==> src/rtl/sha1_msg_feeder_pkg.sv <==
// Shared types and constants for the SHA-1 message feeder.
package sha1_pkg;

    localparam int unsigned BLK_WORDS = 16;

    localparam logic [159:0] SHA1_IV =
        160'h67452301_EFCDAB89_98BADCFE_10325476_C3D2E1F0;

    localparam logic [7:0] PAD_BYTE = 8'h80;

    typedef logic [BLK_WORDS-1:0][31:0] block_t;

    typedef enum logic [1:0] {
        ST_FILL,
        ST_PAD,
        ST_ISSUE,
        ST_WAIT
    } state_t;

endpackage

==> src/rtl/sha1_msg_feeder_pad_word.sv <==
// Final-word masking: keeps the valid leading bytes and inserts the 0x80 marker.
module sha1_pad_word
    import sha1_pkg::*;
(
    input  logic [31:0] s_data,
    input  logic [2:0]  s_bytes,
    output logic [31:0] word_o,
    output logic        full_o,
    output logic [2:0]  n_bytes_o
);

    // A full final word passes through and defers the marker to the next word.
    always_comb begin
        word_o    = s_data;
        full_o    = 1'b0;
        n_bytes_o = s_bytes;
        case (s_bytes)
            3'd0: word_o = {PAD_BYTE, 24'h0};
            3'd1: word_o = {s_data[31:24], PAD_BYTE, 16'h0};
            3'd2: word_o = {s_data[31:16], PAD_BYTE, 8'h0};
            3'd3: word_o = {s_data[31:8], PAD_BYTE};
            default: begin
                word_o    = s_data;
                full_o    = 1'b1;
                n_bytes_o = 3'd4;
            end
        endcase
    end

endmodule

==> src/rtl/sha1_msg_feeder.sv <==
// SHA-1 front end: packs a word stream into padded 512-bit blocks and
// sequences them through the compression core one block at a time.
module sha1_msg_feeder
    import sha1_pkg::*;
(
    input  logic         clk,
    input  logic         reset,
    input  logic [31:0]  s_data,
    input  logic         s_valid,
    output logic         s_ready,
    input  logic         s_last,
    input  logic [2:0]   s_bytes,
    output block_t       data_o,
    output logic [159:0] cv_o,
    output logic         start_o,
    output logic         use_prev_cv_o,
    input  logic         out_valid_i,
    output logic         msg_done_o
);

    localparam logic [4:0] LAST_IDX   = 5'(BLK_WORDS - 1);
    localparam logic [4:0] LEN_HI_IDX = 5'(BLK_WORDS - 2);

    state_t      state;
    state_t      state_nx;
    logic [4:0]  idx;
    block_t      blk_buf;
    logic [60:0] byte_cnt;
    logic [63:0] bit_len;
    logic        pad_pending;
    logic        len_hi_done;
    logic        final_blk;
    logic        first_blk;
    logic        last_seen;
    logic        wait_first;
    logic        s_ready_q;
    logic        msg_done_q;
    logic        accept;
    logic        wait_done;
    logic [31:0] last_word;
    logic        last_full;
    logic [2:0]  last_bytes;
    logic [31:0] pad_word;

    sha1_pad_word u_pad_word (
        .s_data    (s_data),
        .s_bytes   (s_bytes),
        .word_o    (last_word),
        .full_o    (last_full),
        .n_bytes_o (last_bytes)
    );

    // Bit length is byte_cnt*8, split across the two trailing words.
    assign bit_len = {byte_cnt, 3'b000};

    assign data_o        = blk_buf;
    assign cv_o          = SHA1_IV;
    assign s_ready       = s_ready_q;
    assign msg_done_o    = msg_done_q;
    assign use_prev_cv_o = ~first_blk;

    // Padding word for the current PAD slot.
    always_comb begin
        pad_word = '0;
        if (pad_pending) begin
            pad_word = {PAD_BYTE, 24'h0};
        end else if (idx == LEN_HI_IDX) begin
            pad_word = bit_len[63:32];
        end else if (idx == LAST_IDX && len_hi_done) begin
            pad_word = bit_len[31:0];
        end
    end

    // State register.
    always_ff @(posedge clk) begin
        if (reset) begin
            state <= ST_FILL;
        end else begin
            state <= state_nx;
        end
    end

    // Next-state decode plus the start pulse and handshake strobes.
    always_comb begin
        state_nx  = state;
        accept    = 1'b0;
        start_o   = 1'b0;
        wait_done = 1'b0;
        case (state)
            ST_FILL: begin
                accept = s_valid & s_ready_q;
                if (accept) begin
                    if (s_last) begin
                        state_nx = ST_PAD;
                    end else if (idx == LAST_IDX) begin
                        state_nx = ST_ISSUE;
                    end
                end
            end
            ST_PAD: begin
                if (idx >= LAST_IDX) begin
                    state_nx = ST_ISSUE;
                end
            end
            ST_ISSUE: begin
                start_o  = 1'b1;
                state_nx = ST_WAIT;
            end
            ST_WAIT: begin
                if (!wait_first && out_valid_i) begin
                    wait_done = 1'b1;
                    if (final_blk) begin
                        state_nx = ST_FILL;
                    end else if (last_seen) begin
                        state_nx = ST_PAD;
                    end else begin
                        state_nx = ST_FILL;
                    end
                end
            end
            default: state_nx = ST_FILL;
        endcase
    end

    // Block buffer, length counter and message-tracking flags.
    always_ff @(posedge clk) begin
        if (reset) begin
            idx         <= '0;
            blk_buf     <= '0;
            byte_cnt    <= '0;
            pad_pending <= 1'b0;
            len_hi_done <= 1'b0;
            final_blk   <= 1'b0;
            first_blk   <= 1'b1;
            last_seen   <= 1'b0;
            wait_first  <= 1'b0;
            s_ready_q   <= 1'b0;
            msg_done_q  <= 1'b0;
        end else begin
            s_ready_q  <= (state_nx == ST_FILL);
            msg_done_q <= wait_done & final_blk;
            wait_first <= (state == ST_ISSUE);
            case (state)
                ST_FILL: begin
                    if (accept) begin
                        idx <= idx + 5'd1;
                        if (s_last) begin
                            blk_buf[idx[3:0]] <= last_word;
                            byte_cnt          <= byte_cnt + 61'(last_bytes);
                            pad_pending       <= last_full;
                            last_seen         <= 1'b1;
                        end else begin
                            blk_buf[idx[3:0]] <= s_data;
                            byte_cnt          <= byte_cnt + 61'd4;
                            if (idx == LAST_IDX) begin
                                final_blk <= 1'b0;
                            end
                        end
                    end
                end
                ST_PAD: begin
                    // A final word landing in slot 15 enters PAD with idx already at 16.
                    if (!idx[4]) begin
                        blk_buf[idx[3:0]] <= pad_word;
                        idx               <= idx + 5'd1;
                        if (pad_pending) begin
                            pad_pending <= 1'b0;
                        end else if (idx == LEN_HI_IDX) begin
                            len_hi_done <= 1'b1;
                        end else if (idx == LAST_IDX && len_hi_done) begin
                            final_blk <= 1'b1;
                        end
                    end
                end
                ST_WAIT: begin
                    if (wait_done) begin
                        idx         <= '0;
                        len_hi_done <= 1'b0;
                        final_blk   <= 1'b0;
                        first_blk   <= 1'b0;
                        if (final_blk) begin
                            first_blk <= 1'b1;
                            byte_cnt  <= '0;
                            last_seen <= 1'b0;
                        end
                    end
                end
                default: ;
            endcase
        end
    end

endmodule

==> config.mk <==
export PLATFORM = sky130hd
export DESIGN_NAME = sha1_msg_feeder
export DESIGN_NICKNAME = d
export VERILOG_FILES = /design/src/rtl/sha1_msg_feeder_pkg.sv /design/src/rtl/sha1_msg_feeder_pad_word.sv /design/src/rtl/sha1_msg_feeder.sv
export SDC_FILE = /design/constraint.sdc
export NUM_CORES = 1
export LEC_CHECK = 0
export BUFFER_PORTS_ARGS = -buffer_cell sky130_fd_sc_hd__clkbuf_2
export CORE_AREA = 2 2 282 284
export CTS_CLUSTER_SIZE = 28
export DETAILED_ROUTE_END_ITERATION = 8
export DIE_AREA = 0 0 284 286
export GPL_TIMING_DRIVEN = 0
export PLACE_DENSITY = 0.49
export SYNTH_ARGS = -nofsm -noshare
export SYNTH_HDL_FRONTEND = slang
export SYNTH_SLANG_ARGS = --single-unit
==> constraint.sdc <==
create_clock -name clk -period 3.11 [get_ports clk]
set_input_delay 0.311 -clock clk [delete_from_list [all_inputs] [get_ports clk]]
set_output_delay 0.311 -clock clk [all_outputs]
set_load 0.1 [all_outputs]
=== Word-level counts from Yosys, hierarchy flattened ===
Cells that the tools add are included.

* Equality and inequality tests: 19
* Muxes and demuxes: 59
* Magnitude comparators: 3
* Reduce and logical (&&, ||, !) cells: 21
* $add $sub $neg: 3
* Bitwise operators: 3

{| class="wikitable"
|+ Operator list
! kind !! number
|-
| $bwmux W512 || 3
|-
| $mux W512 || 3
|-
| $pmux W512 S2 || 1
|-
| $mux W61 || 4
|-
| $demux W32 S4 || 1
|-
| $mux W32 || 4
|-
| $pmux W32 S4 || 1
|-
| $pmux W61 S2 || 1
|-
| $add A61 B3 Y61 || 1
|-
| $add A61 B3 Y61 const B || 1
|-
| $mux W1 || 26
|-
| $ne A2 B2 Y1 const B || 11
|-
| $mux W5 || 3
|-
| $pmux W5 S3 || 1
|-
| $reduce_and A4 Y1 || 3
|-
| $eq A5 B4 Y1 const B || 2
|-
| $mux W2 || 5
|-
| $reduce_and A5 Y1 || 2
|-
| $reduce_and A9 Y1 || 1
|-
| $pmux W2 S4 || 1
|-
| $eq A3 B2 Y1 const B || 2
|-
| $pmux W1 S2 || 3
|-
| $reduce_and A3 Y1 || 2
|-
| $reduce_bool A2 Y1 || 3
|-
| 18 further kinds || 23
|}

* Bits in registers: 588
* Word-level logic and storage cells: 136
* Input bits: 40
* Output and inout port bits: 676

=== Longest topological paths before layout ===
Gate-level depths: netlist of run 1.

* Word-level depth: 8
* Gate-level depth with buffers: 12
* Mapped depth without buffers: 10

=== Hierarchy ===
A second synthesis of run 1 with hierarchy kept.

* Cell total of the unflattened synthesis: 3079
* Area, all modules: 24193.2 µm²

{| class="wikitable"
|+ By module, submodules not included
! module !! cells an instance !! area each (µm²) !! times used !! sequential area each (µm²)
|-
| sha1_msg_feeder || 3035 || 23911.7 || 1 || 11771.3
|-
| sha1_pad_word || 44 || 281.5 || 1 || 0.0
|}

=== Worst setup path before layout of run 1 ===
No wires, ideal clock.

* Path kind: flip-flop to flip-flop
* Start: register s_ready_q (netlist: s_ready)
* End: register blk_buf, in the netlist data_o[194]
* Cell stages (with the launch flop): 9
* Clock period less this slack: 2755 ps
* Required time: 3024 ps
* Arrival time: 2669 ps
* Setup slack: 355 ps
* Library setup time: 86 ps
* Path buffers: 3
* Cells stage by stage: dfxtp_1 -> a21boi_2 -> a211oi_1 -> clkbuf_1 -> and3_1 -> buf_2 -> buf_2 -> nor2_1 -> a211oi_1

* Cells in the longest elaborated chain, start to end: 4

{| class="wikitable"
|+ RTL lines
! what !! RTL line !! source
|-
| start: declaration || sha1_msg_feeder.sv:36 || <nowiki>logic s_ready_q;</nowiki>
|-
| start signal: assignment || sha1_msg_feeder.sv:140 || <nowiki>s_ready_q <= (state_nx == ST_FILL);</nowiki>
|-
| $and A1 B1 Y1 || sha1_msg_feeder.sv:91 || <nowiki>accept = s_valid & s_ready_q;</nowiki>
|-
| $mux W1 || sha1_msg_feeder.sv:89 || <nowiki>case (state)</nowiki>
|-
| $ne A2 B2 Y1 (no source line) || -- ||
|-
| $reduce_and A3 Y1 (no source line) || -- ||
|-
| end signal: indexed assignment || sha1_msg_feeder.sv:148 || <nowiki>blk_buf[idx[3:0]] <= last_word;</nowiki>
|-
| end signal: indexed assignment || sha1_msg_feeder.sv:153 || <nowiki>blk_buf[idx[3:0]] <= s_data;</nowiki>
|-
| end signal: indexed assignment || sha1_msg_feeder.sv:164 || <nowiki>blk_buf[idx[3:0]] <= pad_word;</nowiki>
|-
| end: declaration || sha1_msg_feeder.sv:27 || <nowiki>block_t blk_buf;</nowiki>
|}

No other way between the ends.
A chain may end at the register's enable or synchronous reset.

=== Worst setup path after layout of run 1 ===
* Start: register idx[0]
* End: register blk_buf, in the netlist data_o[199]

* Cells in the longest elaborated chain, start to end: 8
* Elaborated cells between the ends (all ways): 18
* Classes of those cells: order compare (2); eq/ne (2); mux (12); reduce/logical (2)

{| class="wikitable"
|+ RTL lines
! what !! RTL line !! source
|-
| start: declaration || sha1_msg_feeder.sv:26 || <nowiki>logic [4:0] idx;</nowiki>
|-
| start signal: assignment || sha1_msg_feeder.sv:146 || <nowiki>idx <= idx + 5'd1;</nowiki>
|-
| start signal: assignment || sha1_msg_feeder.sv:165 || <nowiki>idx <= idx + 5'd1;</nowiki>
|-
| $lt A4 B5 Y1 (implied by the code) (tied with other cells) || sha1_msg_feeder.sv:148, sha1_msg_feeder.sv:153, sha1_msg_feeder.sv:164 ||
|-
| $logic_and A1 B1 Y1, on equally long branches || -- ||
|-
| $mux W32, on equally long branches || -- ||
|-
| $demux W32 S4 / $mux W32 (equally long branches) || -- ||
|-
| $bwmux W512 (tied with other cells) || sha1_msg_feeder.sv:153 ||
|-
| $mux W512 / $bwmux W512 (equally long branches) || sha1_msg_feeder.sv:147, sha1_msg_feeder.sv:164 ||
|-
| $mux W512, on equally long branches || sha1_msg_feeder.sv:145, sha1_msg_feeder.sv:163 ||
|-
| $pmux W512 S2 * || sha1_msg_feeder.sv:143 || <nowiki>case (state)</nowiki>
|}

Mark *: on every way between the ends. The rest lies on a longest branch, timed or not. The select of a mux whose other input is x is not followed.

==> impl_metrics.tcl, run 1 <==
set metrics [dict create \
    cts-root-buf "clkbuf_16" \
    cp-start-kind "flip-flop" \
    holdPathEnd "data_o[86]" \
    htree_levels 3 \
    area_delta_synth_final_pct 33.5 \
    grt_pass1_vias 20100 \
    num_rows 103 \
    fin_nets 3425 \
    final_hold_viol_count 0 \
    hold_start "s_data[22]" \
    r2r_start "idx[0]" \
    start_util_pct 29.4 \
    holdWs_ns 0.106 \
    drt-total-wl_mm 103 \
    fillers 8233 \
    slew_headroom_pct 22.2 \
    drive_gt1_share_pct 30.3 \
    synth_seq_cells 588 \
    yosysWarningCount 0 \
    synth-seq-area-share_pct 51.1 \
    first_pass_iters 5 \
    drt_iter0_markers 1427 \
    cts_tree "built" \
    grt_pass1_wl_mm 146 \
    worstSetupEndpointType "flip-flop" \
    synth_area_per_cell_um2 8.94 \
    synthFlopType "dfxtp_1" \
    clk_latency_ns 0.62 \
    synth_area_um2 23000 \
    synth.area.top_cells "dfxtp_1, a211oi_1, nor2_1, buf_4, a21oi_1" \
    io_pins 716 \
    dr_total_vias 21800 \
    gp_congestion 0.944 \
    drv_slew 0 \
    rrSetupSlack_ns 0.17 \
    synth.largest_area_cell "dfxtp_1" \
    met2_usage_pct 39.1 \
    final_antenna_net_count 0 \
    fin_crit_ns 2.94 \
    hp-class "input pin to flip-flop" \
    cp.required_ns 3.54 \
    synth_cell_type_count 62 \
    syn_inst 2575 \
    finalSetupViolCount 0 \
    io_buffers 554 \
    synth_async_sr_flop_share_pct 0 \
    cts.reportedPaths.clkPinSlew_ns 0.06 \
    synth_top_area_share_pct 51.1 \
    min_delay_path_depth 3 \
    finClkSkew_ns 0.0316 \
    grt_use_met3_pct 4.35 \
    critPathKind "flip-flop to flip-flop" \
    tightest_slew_ns 1.17 \
    dp.cells 4344 \
    grt_use_total_pct 24.2 \
    timing.rr.end "data_o[199]" \
    grt_overflow 0 \
    die_area_um2 81200 \
    wl_per_cell_um 23.0 \
    clock-sinks 588 \
    grt_max_degree 17 \
    reg2reg_depth 10 \
    fmax_mhz 340 \
    coreArea_um2 78400 \
    layout_commonest_cell "dfxtp_1" \
    grtUsageMet1_pct 32.9 \
    dieWidth_um 284 \
    maxCapViolations 0 \
    dpl.hpwl_mm 78.8 \
    period_share_pct 94.6 \
    cts_buffer_depth 3 \
    outcome "finished, final reports clean" \
    synth-edff-count 0 \
    cp_max_fo 10 \
    routed_via_density 4.86 \
    fin_total_pwr_uw 23500 \
    post-route-util_pct 39.2 \
    final_cell_mix "dfxtp_1, clkbuf_2, nor2_1" \
    fp.dieH_um 286 \
    power.static_leakage_uw 0.0120 \
    drcViolationCount 0 \
    antenna_found_initial 3 \
    powerDensity_nw_per_um2 765 \
    busiest_layer "met2" \
    cts_buffers 69 \
    final-instance-count-excl-fill 4475 \
    cp.arrival_ns 3.38 \
    peakVddDrop_v 0.000413 \
]
==> kinds of logic (layout without fill, tap and decap cells) <==
group,count (synthesis),count (layout),synth area share (%)
compound gates,681,681,20.8
mux,18,18,0.788
xor+xnor,19,19,0.723
other cells,2,165,0.0326
simple gates,822,822,15.5
flops,588,588,51.1
fa+ha+maj,16,16,0.902
buf+inv,429,1116,10.1
==> how the worst max path moves through the flow <==
| stage | start | slack (ns) | end | depth (start not counted) |
|---|---|---|---|---|
| 6_report | idx[0] | 0.17 | data_o[199] | 10 |
| 5_1_grt | idx[0] | -0.02 | data_o[402] | 9 |
| 3_3_place_gp | idx[0] | -1.28 | data_o[222] | 11 |
| 3_5_place_dp | idx[0] | -1.07 | data_o[220] | 11 |
| 4_1_cts | idx[3] | -0.02 | data_o[424] | 11 |
| 2_1_floorplan | s_ready | 0.36 | data_o[194] | 8 |
==> registers in the layout (all words and copies together) (netlist names) <==
register,count
byte_cnt,61
data_o,512
final_blk,1
first_blk,1
idx,5
last_seen,1
len_hi_done,1
msg_done_o,1
pad_pending,1
s_ready,1
state,2
wait_first,1
==> where the power goes <==
part | switching, uW | internal (uW) | leakage, uW
clock | 3480 | 5020 | 0.00116
sequential | 270 | 7910 | 0.00474
combinational | 5680 | 1160 | 0.00613
==> critical path, cell delays in order, from the launching register on <==
cell and delay [ns]:
dfxtp_2 0.35, ha_2 0.22, nand3_1 0.12, inv_1 0.07
ha_2 0.21, and2_1 0.21, clkbuf_4 0.21, a31oi_1 0.26
o21a_1 0.56, buf_2 0.41, a211oi_1 0.12
==> through the flow <==
stage	setup TNS (ns)	area (um2)	setup WS, ns
3_3_place_gp	-318.43	27700	-1.28
2_1_floorplan	0	23600	0.355
6_report	0	30800	0.168
3_5_place_dp	-237.69	27800	-1.07
5_1_grt	-0.0257	30700	-0.0169
4_1_cts	-0.0158	30600	-0.0156
==> cell usage after synthesis (all sizes together) (21+ instances only) <==
cell type  instances
a211oi           501
a21oi            108
buf              263
clkbuf           140
dfxtp            588
inv               26
nand2             66
nand3             59
nand4             21
nor2             561
o21ai             25
or3               21
==> cell type report <==
cell class	instances	area [um2]	area share [%]
Tap cell	1050	1310	4.27
Clock buffer	101	2080	6.76
Antenna cell	5	12.5	0.0407
Inverter	26	97.6	0.317
Timing Repair Buffer	568	2920	9.48
Buffer	400	2340	7.63
Multi-Input combinational cell	1716	9930	32.3
Sequential cell	588	11800	38.3
Clock inverter	21	285	0.928
==> routing by layer <==
metal | part of all wire [%] | wire length [um]
met1 | 46 | 46900
met2 | 47 | 48000
met3 | 5.3 | 5450
met4 | 2.6 | 2720
met5 | 0 | 0
==> what timing repair did <==
| action | CTS | global route |
|---|---|---|
| endpoints found under the setup margin | 525 | 472 |
| pin swaps | 3 | 3 |
| buffers inserted | 4 | 3 |
| hold buffers | 0 | 0 |
| gates resized for setup | 110 | 62 |
No activity file was read; power rests on OpenSTA's default activity.
==> run 2: changes to the inputs <==
PLACE_DENSITY = 0.53   (was 0.49)
RECOVER_POWER = 100   (was unset)
==> run 2 against run 1 <==
Effect of this change: combinational power down 1%; global-route usage about the same; via count up 1.2%; maximum frequency down 2.1%; largest cell class unchanged; largest power group unchanged; highest routed layer unchanged.
==> impl_metrics.tcl, run 2 (synthesis results as in run 1) <==
set metrics [dict create \
    min_delay_path_depth 3 \
    grt_pass1_wl_mm 146 \
    fp.dieH_um 286 \
    p_seq_share_pct 34.7 \
    fin_nets 3423 \
    dp.cells 4344 \
    antenna_found_initial 5 \
    fin_crit_ns 3.00 \
    wl_per_cell_um 23.1 \
    fin_total_pwr_uw 23600 \
    num_rows 103 \
    reg2reg_depth 9 \
    finalSetupTns_ns 0 \
    grt_pass1_vias 20200 \
    pwr-share-comb_pct 28.6 \
    cts_tree "built" \
    die_area_um2 81200 \
    grt_max_degree 14 \
    drt-total-wl_mm 103 \
    final_antenna_net_count 0 \
    largest_reg_flops 512 \
    cp.required_ns 3.65 \
    critPathKind "flip-flop to flip-flop" \
    grt_overflow 0 \
    cp_max_fo 10 \
    drive_gt1_share_pct 15.4 \
    power.net_switching_uw 9530 \
    r2r_start "state[1]" \
    powerDensity_nw_per_um2 782 \
    finalSetupViolCount 0 \
    multi_input_area_um2 9920 \
    final_cell_mix "clkbuf_1, dfxtp_1, nor2_1" \
    io_pins 716 \
    rsz0062_at_grt "true" \
    fmax_mhz 333 \
    cts.reportedPaths.clkPinSlew_ns 0.06 \
    max_stage_delay_ns 0.54 \
    dpl.hpwl_mm 78.0 \
    grt_use_total_pct 24.2 \
    hold_start "s_data[22]" \
    drt_iter0_markers 1633 \
    cp.arrival_ns 3.54 \
    dr_total_vias 22000 \
    gp_congestion 0.894 \
    drcViolationCount 0 \
    worstSetupEndpointType "flip-flop" \
    power.static_leakage_uw 0.0103 \
    dpl_worst_slack_ns -1.04 \
    fillers 8422 \
    dieWidth_um 284 \
    first_pass_iters 5 \
    internal-power_uw 14000 \
    cts_buffer_depth 3 \
    pwr-share-clk_pct 36.7 \
    drv_slew 0 \
    clock-sinks 588 \
    final-instance-count-excl-fill 4475 \
    outcome "finished, final reports clean" \
    maxCapViolations 0 \
    worstPathCellList "inv_1, ha_1, nand2b_1, buf_1, inv_1, a32oi_4, clkbuf_2, mux2i_1, nor2_1" \
    routed_via_density 4.92 \
    period_share_pct 96.6 \
    rrSetupSlack_ns 0.11 \
    holdBufCountCts 0 \
    cts_buffers 69 \
    crit_top_cell "inv_1" \
    htree_levels 3 \
    timing.final.ws_setup_ns 0.105 \
    finClkSkew_ns 0.0418 \
    clk_latency_ns 0.64 \
    coreArea_um2 78400 \
    holdPathEnd "data_o[54]" \
    hp-class "input pin to flip-flop" \
    slowest_stage "buf_1" \
    cts-root-buf "clkbuf_16" \
    p_sw_share_pct 40.4 \
    timing.rr.end "data_o[223]" \
    layout_commonest_cell "clkbuf_1" \
    peakVddDrop_v 0.000588 \
    final_hold_viol_count 0 \
    slew_headroom_pct 4.54 \
    tightest_slew_ns 1.44 \
    area_delta_synth_final_pct 30.9 \
    start_util_pct 29.4 \
    io_buffers 554 \
    regArea_um2 11800 \
    cp-start-kind "flip-flop" \
]
==> run 2: cell count changes in the layout (fill, tap and decap cells not counted), sizes merged <==
cell      before  now
clkinv         8   22
clkbuf       791  781
inv           33   30
bufinv         4    6
buf          278  277
clkinvlp       2    1
diode          5    4
==> run 2: worst max-delay path by stage <==
stage	start	end	slack, ns	cells after the start
after CTS	idx[0]	data_o[202]	0.003	11
after global placement	idx[0]	data_o[226]	-1.24	8
after global routing	state[1]	data_o[446]	-0.02	8
after floorplan	s_ready	data_o[194]	0.36	8
after detailed placement	idx[0]	data_o[323]	-1.04	11
final	state[1]	data_o[223]	0.11	9
==> run 2: power by group through the flow <==
| stage | clock [uW] | combinational (uW) | sequential [uW] |
|---|---|---|---|
| finish | 8650 | 6750 | 8170 |
| CTS | 8800 | 6780 | 8170 |
| floorplan | 0 | 2570 | 10600 |
| global route | 9110 | 7020 | 8210 |
| detailed placement | 0 | 6590 | 8340 |
| global placement | 0 | 6510 | 8330 |
==> run 2: per-stage QoR <==
step / utilization (%) / instance area (um2) / hold WS [ns]
floorplan: - / 23600 / 0.438
global placement: 35.4 / 27700 / 0.451
detailed placement: 35.5 / 27800 / 0.460
CTS: 39.1 / 30700 / 0.0962
global route: 38.5 / 30100 / 0.138
finish: 38.5 / 30100 / 0.144
==> run 2: layout make-up <==
| cell class | count | share of cell area, % |
|---|---|---|
| flip-flops and latches | 588 | 39.1 |
| multi-input cells | 1716 | 32.9 |
| plain buffers | 400 | 7.76 |
| repair buffers | 566 | 7.47 |
| clock buffers | 92 | 6.58 |
| well taps | 1050 | 4.36 |
| clock inverters | 33 | 1.48 |
| inverters | 26 | 0.324 |
| diodes | 4 | 0.0332 |
==> run 2: what timing repair did <==
| action | 4_1_cts | 5_1_grt |
|---|---|---|
| resized for setup | 108 | 71 |
| setup buffers | 3 | 2 |
| setup endpoints to repair | 545 | 522 |
| pin swaps | 4 | 1 |
| endpoints found under the hold margin | 0 | 0 |
==> run 2: worst max-delay path, delay by kind of cell, from the launching register on <==
| kind | cells | cell delay [ns] |
|---|---|---|
| AND/OR/NAND/NOR | 2 | 0.37 |
| buffers and inverters | 4 | 1.16 |
| multiplexers | 1 | 0.11 |
| flip-flops | 1 | 0.40 |
| adder cells (fa/ha/maj) | 1 | 0.37 |
| AO/OA/AOI/OAI | 1 | 0.50 |
==> run 2: layer usage <==
layer | vias up | part of all wire [%] | routed length [um] | track usage [%]
met5 | - | 0 | 0 | 0
met4 | 0 | 3.5 | 3660 | 9.55
met3 | 170 | 6.6 | 6800 | 4.39
met2 | 920 | 45 | 46200 | 37.6
met1 | 10500 | 45 | 46600 | 33.3
li1 | 10400 | - | - | -
==> run 3: changes to the inputs <==
CORE_AREA = 2 2 281 283   (was 2 2 282 284)
DIE_AREA = 0 0 283 285   (was 0 0 284 286)
==> run 3 against run 2 <==
Effect of this change: first-iteration DRC count fell by 3.8%; die area decreased by 0.70%; final cell count about the same; worst setup slack better by 0.012 ns; worst hold slack improved by 0.032 ns; clock skew fell by 0.015 ns; cell area decreased by 0.46%; combinational power barely moved; maximum frequency rose by 0.40%; register-to-register slack barely moved; sequential power hardly changed.
==> impl_metrics.tcl, run 3 (synthesis results as in run 1) <==
set metrics [dict create \
    grt_pass1_vias 20400 \
    routed_via_density 4.91 \
    first_pass_iters 5 \
    holdBufCountCts 0 \
    multi_input_area_um2 9890 \
    layout_commonest_cell "clkbuf_1" \
    worstSetupEndpointType "flip-flop" \
    grt_use_total_pct 24.3 \
    slew_headroom_pct 5.66 \
    area_delta_synth_final_pct 30.3 \
    fmax_mhz 334 \
    cts_buffer_depth 3 \
    largest_reg_flops 512 \
    cts_buffers 68 \
    htree_levels 3 \
    fin_area_um2 30000 \
    clk_latency_ns 0.62 \
    hp-class "input pin to flip-flop" \
    fillers 8321 \
    peakVddDrop_v 0.000535 \
    period_share_pct 96.2 \
    finClkSkew_ns 0.0263 \
    start_util_pct 29.5 \
    grt_pass1_wl_mm 146 \
    dp.cells 4343 \
    coreArea_um2 78000 \
    critPathKind "flip-flop to flip-flop" \
    grt_max_degree 17 \
    drive_gt1_share_pct 15.0 \
    final_cell_mix "clkbuf_1, dfxtp_1, nor2_1" \
    drt_iter0_markers 1571 \
    wl_per_cell_um 23.0 \
    drcViolationCount 0 \
    grt_overflow 0 \
    io_buffers 554 \
    dieWidth_um 283 \
    final_antenna_net_count 0 \
    dr_total_vias 22000 \
    clock-sinks 588 \
    placed_area_um2 27800 \
    rrSetupSlack_ns 0.12 \
    io_pins 716 \
    cts-root-buf "clkbuf_16" \
    cp_max_fo 10 \
    antenna_found_initial 1 \
    regArea_um2 11800 \
    final_hold_viol_count 0 \
    final-instance-count-excl-fill 4473 \
    cts_tree "built" \
    drv_slew 0 \
    gp_congestion 0.904 \
    maxCapViolations 0 \
    dpl.hpwl_mm 77.8 \
    outcome "finished, final reports clean" \
    powerDensity_nw_per_um2 777 \
    fin_nets 3426 \
    power.static_leakage_uw 0.0102 \
    cp.arrival_ns 3.46 \
    rsz0062_at_grt "false" \
    cp.required_ns 3.58 \
    num_rows 103 \
    finalSetupViolCount 0 \
    fin_crit_ns 2.99 \
    tightest_slew_ns 1.42 \
    cp-start-kind "flip-flop" \
    cts.reportedPaths.clkPinSlew_ns 0.07 \
    drt-total-wl_mm 103 \
    die_area_um2 80700 \
    fp.dieH_um 285 \
]
==> run 3: layer usage <==
| metal | global-route usage (%) | share of wire (%) | vias to the layer above |
|---|---|---|---|
| li1 | - | - | 10400 |
| met1 | 33.0 | 45 | 10600 |
| met2 | 38.6 | 45 | 789 |
| met3 | 4.88 | 6.1 | 162 |
| met4 | 8.01 | 3.4 | 0 |
| met5 | 0 | 0 | - |
==> run 3: power by group <==
group          switching [uW]  total [uW]  internal, uW
registers                 268        8170          7910
logic                    5660        6730          1070
clock network            3450        8390          4940
==> run 3: path summary, 6_finish.rpt <==
check	depth (start not counted)	to	from
min reg2reg	2	byte_cnt[60]	byte_cnt[60]
max reg2reg	9	data_o[374]	state[1]
min	3	data_o[94]	s_data[30]
max	9	data_o[374]	state[1]
==> run 3: what timing repair did <==
item                       in CTS  in global routing
resized for setup             109                 54
pin swaps                       4                  1
setup endpoints to repair     541                453
setup buffers                   8                  3
==> run 3: through the flow <==
step / setup TNS [ns] / setup slack, ns / hold WS [ns] / util [%] / total power, uW
2_1_floorplan: 0 / 0.355 / 0.438 / - / 13200
3_3_place_gp: -297.82 / -1.06 / 0.477 / 35.5 / 14800
3_5_place_dp: -222.02 / -0.912 / 0.478 / 35.7 / 14900
4_1_cts: -0.0661 / -0.0136 / 0.123 / 39.2 / 23500
5_1_grt: 0 / 0.00241 / 0.177 / 38.5 / 24100
6_report: 0 / 0.117 / 0.176 / 38.5 / 23300
==> run 3: layout make-up <==
type,count,area share [%]
sequential,588,39.2
multi-input combinational,1716,33.0
buffer,399,7.70
timing repair buffer,571,7.63
clock buffer,93,6.49
tap,1050,4.38
clock inverter,28,1.24
inverter,26,0.325
antenna,2,0.0167
==> run 3: worst max-delay path: stages, from the launching register on <==
cell	delay (ns)
dfxtp_1	0.40
inv_1	0.10
ha_1	0.36
nand2b_1	0.27
clkbuf_1	0.40
a21oi_1	0.10
a21oi_2	0.48
buf_6	0.24
buf_2	0.36
a211oi_1	0.13
